===== config.mk =====
export PLATFORM = sky130hd
export DESIGN_NAME = mac_result_fifo
export DESIGN_NICKNAME = d
export VERILOG_FILES = /design/src/rtl/mac_fifo_pkg.sv /design/src/rtl/mac_fifo_mem.sv /design/src/rtl/mac_result_fifo.sv
export SDC_FILE = /design/constraint.sdc
export NUM_CORES = 1
export LEC_CHECK = 0
export ABC_CLOCK_PERIOD_IN_PS = 3950
export CAP_MARGIN = 25
export CORE_MARGIN = 8
export CORE_UTILIZATION = 54
export CTS_BUF_LIST = sky130_fd_sc_hd__clkbuf_4 sky130_fd_sc_hd__clkbuf_8
export DETAILED_ROUTE_END_ITERATION = 7
export GPL_TIMING_DRIVEN = 0
export PLACE_DENSITY = 0.86
export SYNTH_ARGS = -nofsm -noshare
export SYNTH_HDL_FRONTEND = slang
export SYNTH_HIERARCHICAL = 1
export SYNTH_SLANG_ARGS = --single-unit

===== constraint.sdc =====
create_clock -name clk -period 3.95 [get_ports clk]
set_input_delay 0.5925 -clock clk [delete_from_list [all_inputs] [get_ports clk]]
set_output_delay 0.5925 -clock clk [all_outputs]
set_load 0.05 [all_outputs]

===== src/rtl/mac_fifo_pkg.sv =====
// Shared types and default sizing for the MAC result FIFO.
// Pure declarations; no logic, no latency.
// No flow control at this level.
package mac_fifo_pkg;
    localparam int DATA_W     = 32;
    localparam int DEPTH_DEF  = 8;
    localparam int DROP_W_DEF = 16;

    typedef logic [DATA_W-1:0] word_t;
endpackage


===== src/rtl/mac_fifo_mem.sv =====
// DEPTH x word_t storage: one synchronous write port, one asynchronous read port.
// Write lands at posedge; read data follows raddr_i combinationally.
// No backpressure; the caller guarantees writes only target free slots.
module mac_fifo_mem
    import mac_fifo_pkg::*;
#(
    parameter int DEPTH = DEPTH_DEF,
    localparam int AW   = $clog2(DEPTH)
) (
    input  logic              clk,
    input  logic              we_i,
    input  logic [AW-1:0]     waddr_i,
    input  logic [DATA_W-1:0] wdata_i,
    input  logic [AW-1:0]     raddr_i,
    output logic [DATA_W-1:0] rdata_o
);

    word_t mem_q [DEPTH];

    always_ff @(posedge clk) begin
        if (we_i) begin
            mem_q[waddr_i] <= wdata_i;
        end
    end

    assign rdata_o = mem_q[raddr_i];

endmodule


===== src/rtl/mac_result_fifo.sv =====
// FWFT result buffer behind the a*b+c stage; optional max tracker under MAC_FIFO_STATS_EN.
// Latency: a word pushed into an empty FIFO is on data_out right after the push edge.
// Backpressure: consumer valid/ready; producer cannot stall, so writes to a full FIFO are dropped and counted.
module mac_result_fifo
    import mac_fifo_pkg::*;
#(
    parameter int DEPTH  = DEPTH_DEF,
    parameter int DROP_W = DROP_W_DEF
) (
    input  logic                     clk,
    input  logic                     rst,
    input  logic                     validi,
    input  logic [DATA_W-1:0]        data_in,
    input  logic                     readyi,
    output logic                     valido,
    output logic [DATA_W-1:0]        data_out,
    output logic                     full,
    output logic                     empty,
    output logic [$clog2(DEPTH):0]   count,
    output logic                     overflow,
    output logic [DROP_W-1:0]        drop_cnt,
    input  logic                     clr_ovf
`ifdef MAC_FIFO_STATS_EN
    ,
    output logic [DATA_W-1:0]        max_seen
`endif
);

    localparam int AW = $clog2(DEPTH);
    localparam int PW = AW + 1;

    logic [PW-1:0]     wr_ptr_q, wr_ptr_d;
    logic [PW-1:0]     rd_ptr_q, rd_ptr_d;
    logic [DROP_W-1:0] drop_cnt_q, drop_cnt_d;
    logic              overflow_q, overflow_d;
    logic [DATA_W-1:0] rd_data;
    logic              push, pop, drop;

    // Extra pointer MSB distinguishes full from empty when the index bits match.
    assign empty = (wr_ptr_q == rd_ptr_q);
    assign full  = (wr_ptr_q[AW] != rd_ptr_q[AW]) &&
                   (wr_ptr_q[AW-1:0] == rd_ptr_q[AW-1:0]);
    assign count = wr_ptr_q - rd_ptr_q;

    assign valido   = !empty;
    assign data_out = empty ? '0 : rd_data;

    assign pop  = valido & readyi;
    assign push = validi & (!full | pop);
    assign drop = validi & full & !pop;

    assign overflow = overflow_q;
    assign drop_cnt = drop_cnt_q;

    mac_fifo_mem #(
        .DEPTH (DEPTH)
    ) u_mem (
        .clk     (clk),
        .we_i    (push),
        .waddr_i (wr_ptr_q[AW-1:0]),
        .wdata_i (data_in),
        .raddr_i (rd_ptr_q[AW-1:0]),
        .rdata_o (rd_data)
    );

    always_comb begin
        wr_ptr_d   = wr_ptr_q;
        rd_ptr_d   = rd_ptr_q;
        drop_cnt_d = drop_cnt_q;
        overflow_d = overflow_q;
        if (push) begin
            wr_ptr_d = wr_ptr_q + PW'(1);
        end
        if (pop) begin
            rd_ptr_d = rd_ptr_q + PW'(1);
        end
        if (clr_ovf) begin
            drop_cnt_d = '0;
            overflow_d = 1'b0;
        end
        // A drop in the clearing cycle still counts, so the clear never hides it.
        if (drop) begin
            overflow_d = 1'b1;
            if (clr_ovf) begin
                drop_cnt_d = DROP_W'(1);
            end else if (!(&drop_cnt_q)) begin
                drop_cnt_d = drop_cnt_q + DROP_W'(1);
            end
        end
    end

    always_ff @(posedge clk or negedge rst) begin
        if (!rst) begin
            wr_ptr_q   <= '0;
            rd_ptr_q   <= '0;
            drop_cnt_q <= '0;
            overflow_q <= 1'b0;
        end else begin
            wr_ptr_q   <= wr_ptr_d;
            rd_ptr_q   <= rd_ptr_d;
            drop_cnt_q <= drop_cnt_d;
            overflow_q <= overflow_d;
        end
    end

`ifdef MAC_FIFO_STATS_EN
    logic [DATA_W-1:0] max_seen_q, max_seen_d;

    always_comb begin
        max_seen_d = max_seen_q;
        if (push) begin
            max_seen_d = (clr_ovf || (data_in > max_seen_q)) ? data_in : max_seen_q;
        end else if (clr_ovf) begin
            max_seen_d = '0;
        end
    end

    always_ff @(posedge clk or negedge rst) begin
        if (!rst) begin
            max_seen_q <= '0;
        end else begin
            max_seen_q <= max_seen_d;
        end
    end

    assign max_seen = max_seen_q;
`endif

endmodule


==> qor.yml, run 1 <==
setup_viol: 0
path_class: "register to primary output"
drtIter0Drc: 544
syn_to_final_growth_pct: 20.6
slew_headroom: 0.441
nets: 767
grt_pass1_vias: 6388
cts_htree_levels: 2
cts_tree: "yes"
ioPinCount: 93
synth_ff_type: "edfxtp_1"
cts_root_buf: "clkbuf_8"
max-vdd-ir-drop_mv: 0.836
dr.pass1.iters: 5
synth-simple-area-share: 0.0526
post-route-util: 0.663
endpoint_kind: "primary output"
syn_nets: 616
synthArstFlopShare: 0.0890
synth_top_family_by_area: "multiplexers"
fin_crit_sh: 0.953
postRouteAntennaNets: 0
yosys-top-cells-area: "edfxtp_1, mux4_1, dfrtp_1"
synth_compound_area_frac: 0.0186
coreArea_mm2: 0.0210
place_ws_ps: 5.81
cts_setup_buffers: 0
leakagePower_nw: 4.82
synth_xor_area_frac: 0.00761
die_height_um: 162
drc: 0
syn_area_per_cell_um2: 20.1
crit_path_start_kind: "register"
layout_commonest_cell: "edfxtp_1"
clk_path_buf_depth: 3
drt-total-wl_um: 24600
synth_area_mm2: 0.0115
gr-total-overflow: 0
grt_antenna_before_repair: 2
muxShareOfSynthArea: 0.173
synth_warnings: 6
whs_ps: 433
grt_pass1_wl_um: 37200
worst_pin_slew_ps: 839
clk_pin_slew_ps: 50
mostFrequentLayoutCells: "edfxtp_1, clkdlybuf4s50_1, clkbuf_8, mux4_1, mux2_2"
crit_path_max_fanout: 10
status: "finished clean"
layout_min_cycle_time_ps: 3760
fill_cells: 1380
syn_inst: 572
grt_max_degree: 23
place_hpwl_um: 15500
r2r-start: "wr_ptr_q[0]"
worst_slack_ps: 187
wl_per_cell_um: 23.9
num_rows: 53
drive_above_1_share: 0.231
cp_data_required_time_ps: 3360
portBuffers: 91
synth_fa_ha_area_frac: 0.00826
slew_violations: 0
register_area_mm2: 0.00831
ys_ff_latch: 281
synth.top_cell.area_share: 0.668
viasPerCell: 5.91
multi_input_area_mm2: 0.00305
fp.dieW_um: 162
cts.sinks: 281
numCtsBuffers: 43
postCtsHoldBufs: 0
power_density_mw_per_mm2: 815
fmax_mhz: 266
vias: 6107
hold_violations: 0
maxCapViolCount: 0
crit_arrival_ps: 3170
finalWeightedCongestion: 0.843
hold_path_class: "input pin to asynchronous set/reset pin"
ys_types: 40
grt_usage: 0.188
finClkSkew_ps: 24.0
yosys.area.top_type: "edfxtp_1"
dieArea_mm2: 0.0263
startpoint: "wr_ptr_q[0]"
initial_utilization: 0.550
synth_edf_count: 256
synth-seq-area-share: 0.722
clock_latency_ps: 550
[final timing paths]
path	to	slack, ps	cells past startpoint
setup / recovery	data_out[2]	190	6
hold / removal	drop_cnt[15]	430	1
setup reg to reg	u_mem/mem_q[4][8]	630	9
hold reg to reg	rd_ptr_q[2]	520	1
max in group asynchronous	drop_cnt[2]	3010	2
min in group clk	drop_cnt[1]	460	2
[worst max-delay path: stages, from the launching register on]
cell and delay, ps:
dfrtp_1 500, inv_1 120, ha_1 360, and3_1 220
nand2_1 350, and2_1 250, clkdlybuf4s50_1 830
[synth_stat cells (6+ instances only)]
| master | number |
|---|---|
| edfxtp_1 | 256 |
| mux4_1 | 40 |
| mux2_2 | 36 |
| and2_1 | 33 |
| dfrtp_1 | 25 |
| mux4_2 | 24 |
| nand2_1 | 14 |
| a21oi_1 | 12 |
| buf_2 | 10 |
| inv_1 | 10 |
| nor2_1 | 10 |
| o31ai_1 | 9 |
| or4_1 | 9 |
| xnor2_1 | 9 |
| nand3_1 | 8 |
| buf_6 | 7 |
| ha_1 | 6 |
| nand4_1 | 6 |
[layout make-up]
| type | instances | share of cell area |
|---|---|---|
| Buffer | 27 | 0.0123 |
| Antenna cell | 1 | 0.000180 |
| Sequential cell | 281 | 0.599 |
| Clock buffer | 61 | 0.0524 |
| Inverter | 10 | 0.00270 |
| Timing Repair Buffer | 106 | 0.0824 |
| Multi-Input combinational cell | 254 | 0.220 |
| Clock inverter | 18 | 0.00667 |
| Tap cell | 275 | 0.0248 |
[kinds of logic (layout without fill, tap and decap cells)]
kind of cell,after synthesis,count (layout)
flip-flops,281,281
AND/OR/NAND/NOR,104,104
multiplexers,100,100
buffers and inverters,37,222
AO/OA/AOI/OAI,33,33
XOR/XNOR,10,10
adder cells (fa/ha/maj),7,7
other,0,1
[stage by stage]
step	cells	setup TNS [ps]	total power, W	cell area (um2)
after detailed placement	952	0	0.00937	13100
after global placement	938	-431110	0.00915	12800
after global routing	1033	-19.5	0.0118	13900
final	1033	0	0.0113	13900
after CTS	1031	0	0.0114	13900
after floorplan	572	-17550	0.00753	11500
[state kept, by name, indices dropped and copies added, names as in the netlist]
signal / count
wr_ptr_q: 4
overflow: 1
rd_ptr_q: 4
drop_cnt: 16
u_mem/mem_q: 256
[routing by layer]
metal,up-vias,GRT usage,share of wire
met1,3108,0.244,0.41
li1,2683,-,-
met4,2,0.0657,0.022
met5,-,0,0.00057
met2,263,0.307,0.50
met3,51,0.0456,0.074
[timing repair]
item                       4_1_cts  5_1_grt
pin swaps                        0        0
setup endpoints to repair       29       13
gates resized for setup         31       12
[power by group]
part | switching (W) | internal, W
sequential | 0.000162 | 0.00372
combinational | 0.00324 | 0.00194
clock | 0.00106 | 0.00120
total | 0.00447 | 0.00686
No activity file was read; power rests on OpenSTA's default activity.
==> inputs of run 2 (changes only) <==
- ABC_CLOCK_PERIOD_IN_PS: 3950 -> 4000
- CORE_UTILIZATION: 54 -> 30
- PLACE_DENSITY: 0.86 -> 0.55
- clock period: 3.95 -> 4 ns (I/O delays scaled with it)
==> run 2 against run 1 <==
- worst setup slack better by 86 ps
- largest cell class unchanged
- highest routed layer unchanged
- combinational power hardly changed
- critical path type unchanged
- critical endpoint is now data_out[0]
- global-route usage fell by 7.2 points
- clock skew is 1.1 ps lower
==> qor.yml, run 2 (synthesis results as in run 1) <==
dieArea_mm2: 0.0449
hold_end: "drop_cnt[1]"
endpoint_kind: "primary output"
finalWeightedCongestion: 0.740
vias: 5983
hold_violations: 0
worst_pin_slew_ps: 761
diodes: 0
setup_viol: 0
num_rows: 71
drc: 0
initial_utilization: 0.305
numCtsBuffers: 48
cp_data_required_time_ps: 3400
grt_pass1_vias: 6225
fin_crit_sh: 0.932
crit_path_max_fanout: 10
crit_path_start_kind: "register"
cts_setup_buffers: 0
largest_reg_flops: 256
fill_cells: 3499
r2r-end: "u_mem/mem_q[2][22]"
cts_root_buf: "clkbuf_8"
cts_htree_levels: 2
viasPerCell: 4.70
r2r_slack_ps: 780
layout_commonest_cell: "edfxtp_1"
place_hpwl_um: 16800
status: "finished clean"
slew_violations: 0
maxCapViolCount: 0
power_density_mw_per_mm2: 802
fmax_mhz: 268
ff2ff_path_depth: 7
slew_headroom: 0.491
drive_above_1_share: 0.243
critical_path.max_stage_delay_ps: 720
grt_usage: 0.116
ioPinCount: 93
cts.sinks: 281
path_cells: "buf_6 > buf_6 > mux4_2 > mux2_2 > and2_1 > clkdlybuf4s50_1"
clk_pin_slew_ps: 60
hold_start: "clr_ovf"
mostFrequentLayoutCells: "edfxtp_1, clkdlybuf4s50_1, clkbuf_8, mux4_1, mux2_2"
syn_to_final_growth_pct: 23.3
gr-total-overflow: 0
wl_per_cell_um: 20.6
nets: 772
clock_latency_ps: 570
finClkSkew_ps: 22.9
leakagePower_nw: 4.86
coreArea_mm2: 0.0378
top_register: "u_mem/mem_q"
grt_max_degree: 24
grt_antenna_before_repair: 2
fp.dieW_um: 212
r2r-start: "wr_ptr_q[0]"
drtIter0Drc: 326
rsz0062_at_grt: "false"
grt_pass1_wl_um: 39400
dr.pass1.iters: 4
postRouteAntennaNets: 0
max-vdd-ir-drop_mv: 0.516
post-route-cell-area_mm2: 0.0142
die_height_um: 212
whs_ps: 454
cts_tree: "yes"
min_delay_path_depth: 2
place_area_mm2: 0.0133
hold_path_class: "input pin to register"
clk_path_buf_depth: 3
drt-total-wl_um: 26300
portBuffers: 91
critical_path.slowest_cell: "clkdlybuf4s50_1"
path_class: "register to primary output"
crit_top_cell: "buf_6"
crit_arrival_ps: 3130
layout_min_cycle_time_ps: 3730
## run 2: changes by cell type in the layout (fill, tap and decap cells not counted), moves of 2 or more
cell | previous run | this run
clkbuf_2 | 5 | 11
clkdlybuf4s15_1 | 6 | 0
clkbuf_8 | 43 | 48
buf_12 | 2 | 6
buf_16 | 4 | 0
clkinv_2 | 5 | 1
buf_6 | 12 | 15
clkbuf_4 | 18 | 21
buf_8 | 3 | 1
clkdlybuf4s50_1 | 61 | 59
dlygate4sd2_1 | 21 | 23
inv_8 | 2 | 0
## run 2: how the worst max path moves through the flow
stage                start                end  slack, ps
6_report       rd_ptr_q[0]        data_out[0]        270
3_5_place_dp   wr_ptr_q[0]       data_out[12]        160
4_1_cts        wr_ptr_q[0]              empty          8
3_3_place_gp        readyi  u_mem/mem_q[0][7]      -3440
2_1_floorplan  wr_ptr_q[0]  u_mem/mem_q[4][0]       -220
5_1_grt        wr_ptr_q[0]       data_out[25]        100
## run 2: where the power goes
part / leakage [nW] / switching, W / internal, W
registers: 2.66 / 0.000142 / 0.00367
clock network: 0.475 / 0.00110 / 0.00131
logic: 1.73 / 0.00329 / 0.00187
total: 4.86 / 0.00453 / 0.00685
## run 2: worst max-delay path, delay by kind of cell, from the launching register on
family / cells / cell delay, ps
buf+inv: 3 / 1150
simple gates: 1 / 180
mux: 2 / 790
flops: 1 / 450
## run 2: stage by stage
| step | utilization | setup WS [ps] | power [W] | TNS [ps] | cells |
|---|---|---|---|---|---|
| finish | 0.376 | 273 | 0.0114 | 0 | 1272 |
| CTS | 0.376 | 8.30 | 0.0116 | 0 | 1272 |
| detailed placement | 0.354 | 158 | 0.00937 | 0 | 1189 |
| global route | 0.376 | 105 | 0.0120 | 0 | 1272 |
| floorplan | - | -224 | 0.00743 | -14350 | 572 |
| global placement | 0.346 | -3440 | 0.00927 | -517170 | 1174 |
## run 2: per-layer routing
| metal | part of all wire | up-vias | track usage |
|---|---|---|---|
| met1 | 0.46 | 3073 | 0.159 |
| met2 | 0.46 | 177 | 0.181 |
| li1 | - | 2677 | - |
| met5 | 0.0010 | - | 0 |
| met4 | 0.019 | 4 | 0.0328 |
| met3 | 0.061 | 52 | 0.0297 |
## run 2: layout make-up
| class | count | area [um2] | share of cell area |
|---|---|---|---|
| flip-flops and latches | 281 | 8310 | 0.586 |
| multi-input cells | 254 | 3060 | 0.215 |
| repair buffers | 106 | 1080 | 0.0764 |
| clock buffers | 69 | 818 | 0.0577 |
| well taps | 511 | 639 | 0.0450 |
| plain buffers | 27 | 173 | 0.0122 |
| clock inverters | 14 | 71.3 | 0.00502 |
| inverters | 10 | 37.5 | 0.00264 |
## run 2: what timing repair did
| item | CTS | global route |
|---|---|---|
| endpoints found under the setup margin | 32 | 29 |
| gates resized for setup | 33 | 17 |
| hold buffers | 0 | 0 |
| cloned | 0 | 0 |
==> inputs of run 3 (changes only) <==
- SYNTH_HIERARCHICAL: 1 -> unset
==> run 3 against run 2 <==
- critical endpoint is now data_out[6]
- via count grew 2.2%
- first-iteration DRC count grew 18%
- clock power increased by 4%
- fmax shrank 2.5%
- total power shrank 0.56%
- combinational power fell by 3%
==> qor.yml, run 3 <==
status: "finished clean"
drt-total-wl_um: 26800
synth_ff_type: "edfxtp_1"
cts_root_buf: "clkbuf_8"
vias: 6112
leakagePower_nw: 4.63
fill_cells: 3391
finalWeightedCongestion: 0.792
grt_pass1_wl_um: 40800
ys_types: 41
r2r-end: "u_mem.mem_q[0][4]"
layout_commonest_cell: "edfxtp_1"
r2r_slack_ps: 720
yosys.area.top_type: "edfxtp_1"
synth_warnings: 0
path_class: "register to primary output"
grt_usage: 0.123
nets: 802
critical_path.max_stage_delay_ps: 470
worst_pin_slew_ps: 902
fin_setup_tns_ps: 0
synth.top_cell.area_share: 0.688
num_rows: 70
postRouteAntennaNets: 0
synth-seq-area-share: 0.744
coreArea_mm2: 0.0366
grt_pass1_vias: 6448
multi_input_area_mm2: 0.00280
gr-total-overflow: 0
hold_violations: 0
maxCapViolCount: 0
viasPerCell: 4.84
hold_path_class: "input pin to asynchronous set/reset pin"
crit_family: "buffers and inverters"
portBuffers: 91
ys_top_cells_by_count: "edfxtp_1, nand2_1, mux4_2"
synthArstFlopShare: 0.0890
endpoint_kind: "primary output"
initial_utilization: 0.305
cp_data_required_time_ps: 3400
dieArea_mm2: 0.0437
layout_min_cycle_time_ps: 3820
ioPinCount: 93
whs_ps: 410
synth_area_mm2: 0.0112
syn_inst: 607
setup_viol: 0
wl_per_cell_um: 21.2
slew_violations: 0
cts_resized: 154
synth_edf_count: 256
clock_latency_ps: 580
drc: 0
cts_tree: "yes"
syn_area_per_cell_um2: 18.4
finalPower_w: 0.0113
path_depth: 10
p_sw_w: 0.00464
yosys-top-cells-area: "edfxtp_1, mux4_2, dfrtp_1"
cts_setup_buffers: 0
clk_path_buf_depth: 3
crit_arrival_ps: 3220
grt_antenna_before_repair: 3
fp.dieW_um: 209
crit_path_end: "data_out[6]"
drive_above_1_share: 0.291
switching_share: 0.410
cts.sinks: 281
syn_to_final_growth_pct: 24.7
power_density_mw_per_mm2: 813
path_cells: "inv_1 > clkbuf_4 > ha_1 > nand3_1 > or2_2 > clkbuf_1 > inv_2 > buf_6 > a21oi_2 > clkdlybuf4s15_2"
critical_path.slowest_cell: "dfrtp_2"
crit_path_start_kind: "register"
die_height_um: 209
clk_pin_slew_ps: 60
mostFrequentLayoutCells: "edfxtp_1, nand2_1, mux4_2, clkdlybuf4s50_1, clkbuf_8"
finClkSkew_ps: 29.9
slew_headroom: 0.399
drtIter0Drc: 386
ff2ff_path_depth: 8
register_area_mm2: 0.00832
yosysMostFrequentCell: "edfxtp_1"
r2r-start: "rd_ptr_q[2]"
startpoint: "rd_ptr_q[2]"
dr.pass1.iters: 6
postCtsHoldBufs: 0
seq_power_share: 0.337
fin_crit_sh: 0.956
crit_path_max_fanout: 10
place_hpwl_um: 16900
grt_max_degree: 23
ys_ff_latch: 281
numCtsBuffers: 47
worst-path-buf-inv: 6
largest_reg_flops: 256
cts_htree_levels: 2
intPower_w: 0.00668
top_register: "u_mem.mem_q"
syn_nets: 651
rsz0062_at_grt: "false"
max-vdd-ir-drop_mv: 0.479
fmax_mhz: 262
p_clk_frac: 0.222
p_comb_frac: 0.441
-- run 3: changes by cell type in the layout (fill, tap and decap cells not counted), moves of 9 or more --
cell / delta
a21oi_1: +20
a21oi_2: +16
and2_1: -31
buf_2: +20
buf_6: -10
clkbuf_1: +13
clkbuf_2: -10
clkbuf_4: -9
dlygate4sd2_1: -23
mux2_2: -33
mux4_1: -40
mux4_2: +40
nand2_1: +61
-- run 3: worst min-delay path by stage --
stage	startpoint	endpoint	cells past startpoint
floorplan	rst	drop_cnt[0]	0
global placement	overflow	overflow	2
detailed placement	overflow	overflow	2
CTS	rst	drop_cnt[1]	1
global route	rst	drop_cnt[1]	1
finish	rst	drop_cnt[1]	1
-- run 3: layout make-up --
type / instances / share of cell area
clock inverter: 25 / 0.0136
multi-input combinational: 283 / 0.201
timing repair buffer: 103 / 0.0767
clock buffer: 59 / 0.0534
sequential: 281 / 0.597
inverter: 12 / 0.00323
buffer: 30 / 0.0125
antenna: 1 / 0.000180
tap: 468 / 0.0420
-- run 3: per-stage QoR --
step / utilization / worst slack [ps] / cells / instance area, um2
after floorplan: - / -130 / 607 / 11200
after global placement: 0.348 / -2250 / 1166 / 12700
after detailed placement: 0.356 / -1250 / 1178 / 13000
after CTS: 0.382 / 43.4 / 1261 / 14000
after global routing: 0.380 / 4.21 / 1261 / 13900
final: 0.380 / 177 / 1262 / 13900
-- run 3: layer usage --
layer / share of wire / up-vias / routed length (um) / track usage
met5: 0.0016 / - / 43 / 0
met4: 0.017 / 6 / 460 / 0.0330
met3: 0.057 / 48 / 1520 / 0.0337
met2: 0.48 / 146 / 12700 / 0.197
met1: 0.45 / 3170 / 12000 / 0.162
li1: - / 2742 / - / -
-- run 3: kinds of logic after synthesis --
logic type               Yosys count  synth area share
flip-flops                       281             0.744
XOR/XNOR                           9           0.00773
buffers and inverters             43            0.0161
adder cells (fa/ha/maj)            7           0.00851
multiplexers                      67             0.132
AND/OR/NAND/NOR                  130            0.0558
AO/OA/AOI/OAI                     70            0.0355
-- run 3: power groups by stage --
stage | sequential [W] | clock [W] | combinational [W]
after global routing | 0.00385 | 0.00272 | 0.00532
final | 0.00382 | 0.00252 | 0.00499
after floorplan | 0.00384 | 0 | 0.00342
after detailed placement | 0.00386 | 0 | 0.00532
after global placement | 0.00388 | 0 | 0.00515
after CTS | 0.00382 | 0.00259 | 0.00520
==> RTL change 1 (config.mk and constraints of run 1) <==
Add a define of `MAC_FIFO_STATS_EN`.
--- a/src/rtl/mac_result_fifo.sv
+++ b/src/rtl/mac_result_fifo.sv
@@ -3,2 +3,4 @@
 // Backpressure: consumer valid/ready; producer cannot stall, so writes to a full FIFO are dropped and counted.
+`define MAC_FIFO_STATS_EN
+
 module mac_result_fifo
Formal check against the unedited RTL (old outputs only; new: max_seen): equivalent (equiv_simple and equiv_induct, registers matched by name and starting in step).
==> RTL change 1 against run 1 <==
- routed wire length grew 23%
- sequential cell count grew 32
- design area is 19% higher
- combinational power grew 26%
- power grew 20%
- highest routed layer is now met4
- setup slack worse by 39 ps
- largest power group unchanged
- synthesized area is 17% higher
- hold slack worse by 330 ps
- sequential share of layout area shrank 4.7 points
- maximum frequency shrank 1.0%
==> RTL change 1: results (changes against run 1) <==
status completed; Num CTS Buffers 49 (+14%); initial antenna violation count 0 (-2); Pint 8.19 mW (+19%); Syn Area/Cell 17.3 um^2 (-14%); total track usage 0.201 (+0.0129); Setup crit start rd_ptr_q[0]$_DFFE_PN0P_; initial drt markers 676 (+24%); met2 global-route usage 0.325 (+0.0178); ys async rst share 0.182 (+0.0931); CP peak stage delay 700 ps (-130 ps); crit path capture data_out[26]; GPL Wtd Cong 0.796 (-5.6%); drt pass-1 iters 5 (unchanged); Clock Latency Late Sink 580 ps (+30 ps); layout cell share with drive strength beyond 1 0.190 (-0.0415); placed wire-length estimate 20400 um (+32%); Post-Place Cells 1248 (+31%); placed instance area 15500 um^2 (+18%); Net count, final 1047 (+37%); largest cells by area after synthesis edfxtp_1 57%, dfrtp_1 11%, mux4_1 7.8%, mux4_2 4.0%, ha_1 3.5%; routed len/inst 22.7 um (-5.0%); pre-CTS WS -44.6 ps (-50.5 ps); Worst-Margin Slew 830 ps (-8.89 ps); CP Data Arrival Time 3210 ps (+40 ps); grt met1 use 0.258 (+0.0139); Layout Cells excl Fill 1342 (+30%); grt met3 use 0.0529 (+0.00738); Inserted Diodes 0 (-1); vias in the first global route 8244 (+29%); hold_ws 108 ps (-325 ps); global-route wire length before repair 46800 um (+26%); worst vdd rail ir drop 0.798 mV (-4.5%); I/O Buffers 124 (+36%); Post-synth top cells 256 x edfxtp_1, 57 x dfrtp_1, 52 x nand2_1; Yosys cell types 44 (+10%); worst setup margin 148 ps (-38.8 ps); largest net degree at the start of global routing 58 (+150%); leakage power 6.00 nW (+25%); family with the most delay on the worst path buffers and inverters; syn_nets 856 (+39%)
[RTL change 1: cell types whose count changed after synthesis, moves of 7 or more]
| cell | delta |
|---|---|
| nand2_1 | +38 |
| inv_1 | +36 |
| mux2i_1 | +34 |
| dfrtp_1 | +32 |
| ha_1 | +32 |
| nor2_1 | +18 |
| o31ai_1 | -9 |
| a21oi_1 | +7 |
| nand4_1 | +7 |
| or4_1 | -7 |
[RTL change 1: power groups by stage]
stage	Clock (mW)	Combinational (mW)	Sequential (mW)
floorplan	0	4.00	4.74
global placement	0	6.29	4.43
detailed placement	0	6.52	4.43
CTS	2.79	6.55	4.36
global route	2.94	6.88	4.40
finish	2.75	6.52	4.37
[RTL change 1: kinds of logic after synthesis]
family / after synthesis / synth area share
flops: 313 / 0.674
xor+xnor: 18 / 0.0117
simple gates: 157 / 0.0584
compound gates: 46 / 0.0220
buf+inv: 76 / 0.0272
fa+ha+maj: 39 / 0.0366
mux: 131 / 0.170
[RTL change 1: repair_timing]
| action | in CTS | in global routing |
|---|---|---|
| buffers inserted | 0 | 2 |
| resized for setup | 5 | 3 |
| setup endpoints to repair | 26 | 30 |
| pin swaps | 0 | 1 |
| hold buffers | 0 | 0 |
[RTL change 1: per-layer routing]
layer / vias to the layer above / routed length [um]
li1: 3427 / -
met1: 3916 / 12200
met2: 380 / 14800
met3: 66 / 2710
met4: 0 / 729
met5: - / 0
[RTL change 1: final cells by class]
| class | instances | area (um^2) |
|---|---|---|
| Sequential cell | 313 | 9110 |
| Fill cell | 1584 | 8390 |
| Multi-Input combinational cell | 391 | 4100 |
| Timing Repair Buffer | 140 | 1490 |
| Clock buffer | 74 | 900 |
| Tap cell | 330 | 413 |
| Buffer | 30 | 204 |
| Inverter | 46 | 173 |
| Clock inverter | 18 | 115 |
==> RTL change 2 (flow settings as in run 1) <==
Without the edit above. Register the output `drop_cnt` once more, cleared by the reset; this adds one clock of latency there. The other outputs are not delayed to match.
--- a/src/rtl/mac_result_fifo.sv
+++ b/src/rtl/mac_result_fifo.sv
@@ -52,3 +52,9 @@
     assign overflow = overflow_q;
-    assign drop_cnt = drop_cnt_q;
+    always_ff @(posedge clk or negedge rst) begin
+        if (!rst) begin
+            drop_cnt <= '0;
+        end else begin
+            drop_cnt <= drop_cnt_q;
+        end
+    end
 
Behaviour: no difference found for any inputs over 4 cycles, from zero or initial values and one cycle with rst low; that may be too few to reach the edited logic, so the function may still have changed.
==> RTL change 2 against run 1 <==
- clock skew down 3.4 ps
- largest power group unchanged
- routed wire length up 2.7%
- power up 2.7%
- critical path depth unchanged
- sequential cell count up 16
- setup slack worse by 36 ps
- design area up 3.0%
- synthesized area up 3.5%
- clock power up 7%
==> RTL change 2: results (changes against run 1) <==
GPL Wtd Cong 0.854 (+1.3%); CP Max Fanout 10 (unchanged); Post-synth EDFFs 256 (unchanged); # setup viols final 0 (unchanged); drt pass-1 iters 4 (-1); initial drt markers 462 (-15%); top flop regs u_mem/mem_q (256), drop_cnt (16), drop_cnt_q (16); ys async rst share 0.138 (+0.0491); Fillers 1429 (+3.6%); Post-CTS Setup Repair Bufs 0 (unchanged); layout cell share with drive strength beyond 1 0.229 (-0.00220); routed len/inst 24.0 um (+0.75%); family with the most delay on the worst path buffers and inverters; placed instance area 13500 um^2 (+2.9%); Tightest Hold Check Type primary input to asynchronous set/reset pin; largest net degree at the start of global routing 42 (+83%); CP peak stage delay 840 ps; placed wire-length estimate 16400 um (+6.1%); global-route wire length before repair 38400 um (+3.3%); initial antenna violation count 0 (-2); CTS H-tree depth 2 (unchanged); post-route ant nets 0 (unchanged); Post-synth top cells 256 x edfxtp_1, 41 x dfrtp_1, 40 x mux4_1; leakage power 5.06 nW (+5.1%); clock skew 20.6 ps (-3.39 ps); yosys warns 6 (unchanged); Clock Latency Late Sink 560 ps; Worst-Margin Slew 917 ps (+78.0 ps); clock-pin slew on the worst setup and hold paths 60 ps; CTS Buffer Depth 3 (unchanged); worst vdd rail ir drop 0.802 mV (-4.0%); syn_nets 632 (+2.6%); status completed; Critical-path top delay cell clkdlybuf4s50_1; largest cells by area after synthesis edfxtp_1 65%, mux4_1 8.8%, dfrtp_1 8.6%, mux4_2 4.5%, mux2_2 3.4%; Yosys cell types 40 (unchanged); CP Data Arrival Time 3210 ps (+40 ps); routed vias 6277 (+2.8%); Net count, final 785 (+2.3%); I/O Buffers 91 (unchanged); total track usage 0.189 (+0.00114); Inserted Diodes 0 (-1); CTS Root Cell clkbuf_8; vias in the first global route 6673 (+4.5%); Num CTS Buffers 46 (+7.0%); Resize count post-CTS 32 (+3.2%); sequential fraction of the synthesis area 0.731 (+0.00935)
-- RTL change 2: worst reg2reg max path: cells and delay by family (launching register included) --
kind | cells | cell delay [ps]
buf+inv | 4 | 690
simple gates | 3 | 1330
flops | 1 | 500
fa+ha+maj | 1 | 370
compound gates | 1 | 530
-- RTL change 2: kinds of logic (layout without fill, tap and decap cells) --
group                      count (synthesis)  count (layout)  share of synthesized area
muxes                                    100             100                      0.168
DFF                                      297             297                      0.731
AOI/OAI and AO/OA                         33              33                     0.0180
xor gates and xnor gates                  10              10                    0.00735
and+or+nand+nor                          104             104                     0.0508
adders and majority gates                  7               7                    0.00798
buffers and inverters                     37             222                     0.0171
-- RTL change 2: routing by layer --
| metal | up-vias | wire (um) | track usage |
|---|---|---|---|
| li1 | 2723 | - | - |
| met1 | 3260 | 9880 | 0.235 |
| met2 | 255 | 13200 | 0.327 |
| met3 | 39 | 1900 | 0.0439 |
| met4 | 0 | 371 | 0.0553 |
| met5 | - | 0 | 0 |
-- RTL change 2: worst paths after layout --
kind | from | to | slack, ps | depth (start not counted)
hold / removal | rst | drop_cnt[12]$_DFF_PN0_ | 180 | 1
min in group clk | drop_cnt_q[15]$_DFF_PN0_ | drop_cnt[15]$_DFF_PN0_ | 440 | 0
hold reg to reg | drop_cnt_q[15]$_DFF_PN0_ | drop_cnt[15]$_DFF_PN0_ | 440 | 0
setup / recovery | wr_ptr_q[0]$_DFFE_PN0P_ | data_out[2] | 150 | 6
max in group asynchronous | rst | drop_cnt_q[14]$_DFF_PN0_ | 3190 | 1
setup reg to reg | wr_ptr_q[0]$_DFFE_PN0P_ | u_mem/mem_q[4][18]$_DFFE_PP_ | 240 | 9
-- RTL change 2: layout make-up --
type                    count  area share
well taps                 280      0.0245
multi-input cells         254       0.214
flip-flops and latches    297       0.609
plain buffers              27      0.0121
clock buffers              68      0.0567
inverters                  10     0.00262
repair buffers            105      0.0775
clock inverters            12     0.00394
-- RTL change 2: per-stage QoR --
| stage | utilization | std cells | hold WS [ps] | setup WS, ps | TNS (ps) |
|---|---|---|---|---|---|
| after floorplan | - | 588 | 297 | -274 | -17550 |
| after global placement | 0.606 | 959 | 409 | -2990 | -433740 |
| after detailed placement | 0.618 | 972 | 419 | -19.2 | -150 |
| after CTS | 0.657 | 1052 | 179 | 22.1 | 0 |
| after global routing | 0.657 | 1053 | 238 | 1.25 | 0 |
| final | 0.657 | 1053 | 183 | 151 | 0 |
-- RTL change 2: power by group --
group	leakage (nW)	switching [mW]	total [mW]	internal (mW)
registers	2.88	0.164	4.05	3.89
clock network	0.464	1.10	2.41	1.31
logic	1.72	3.25	5.17	1.93
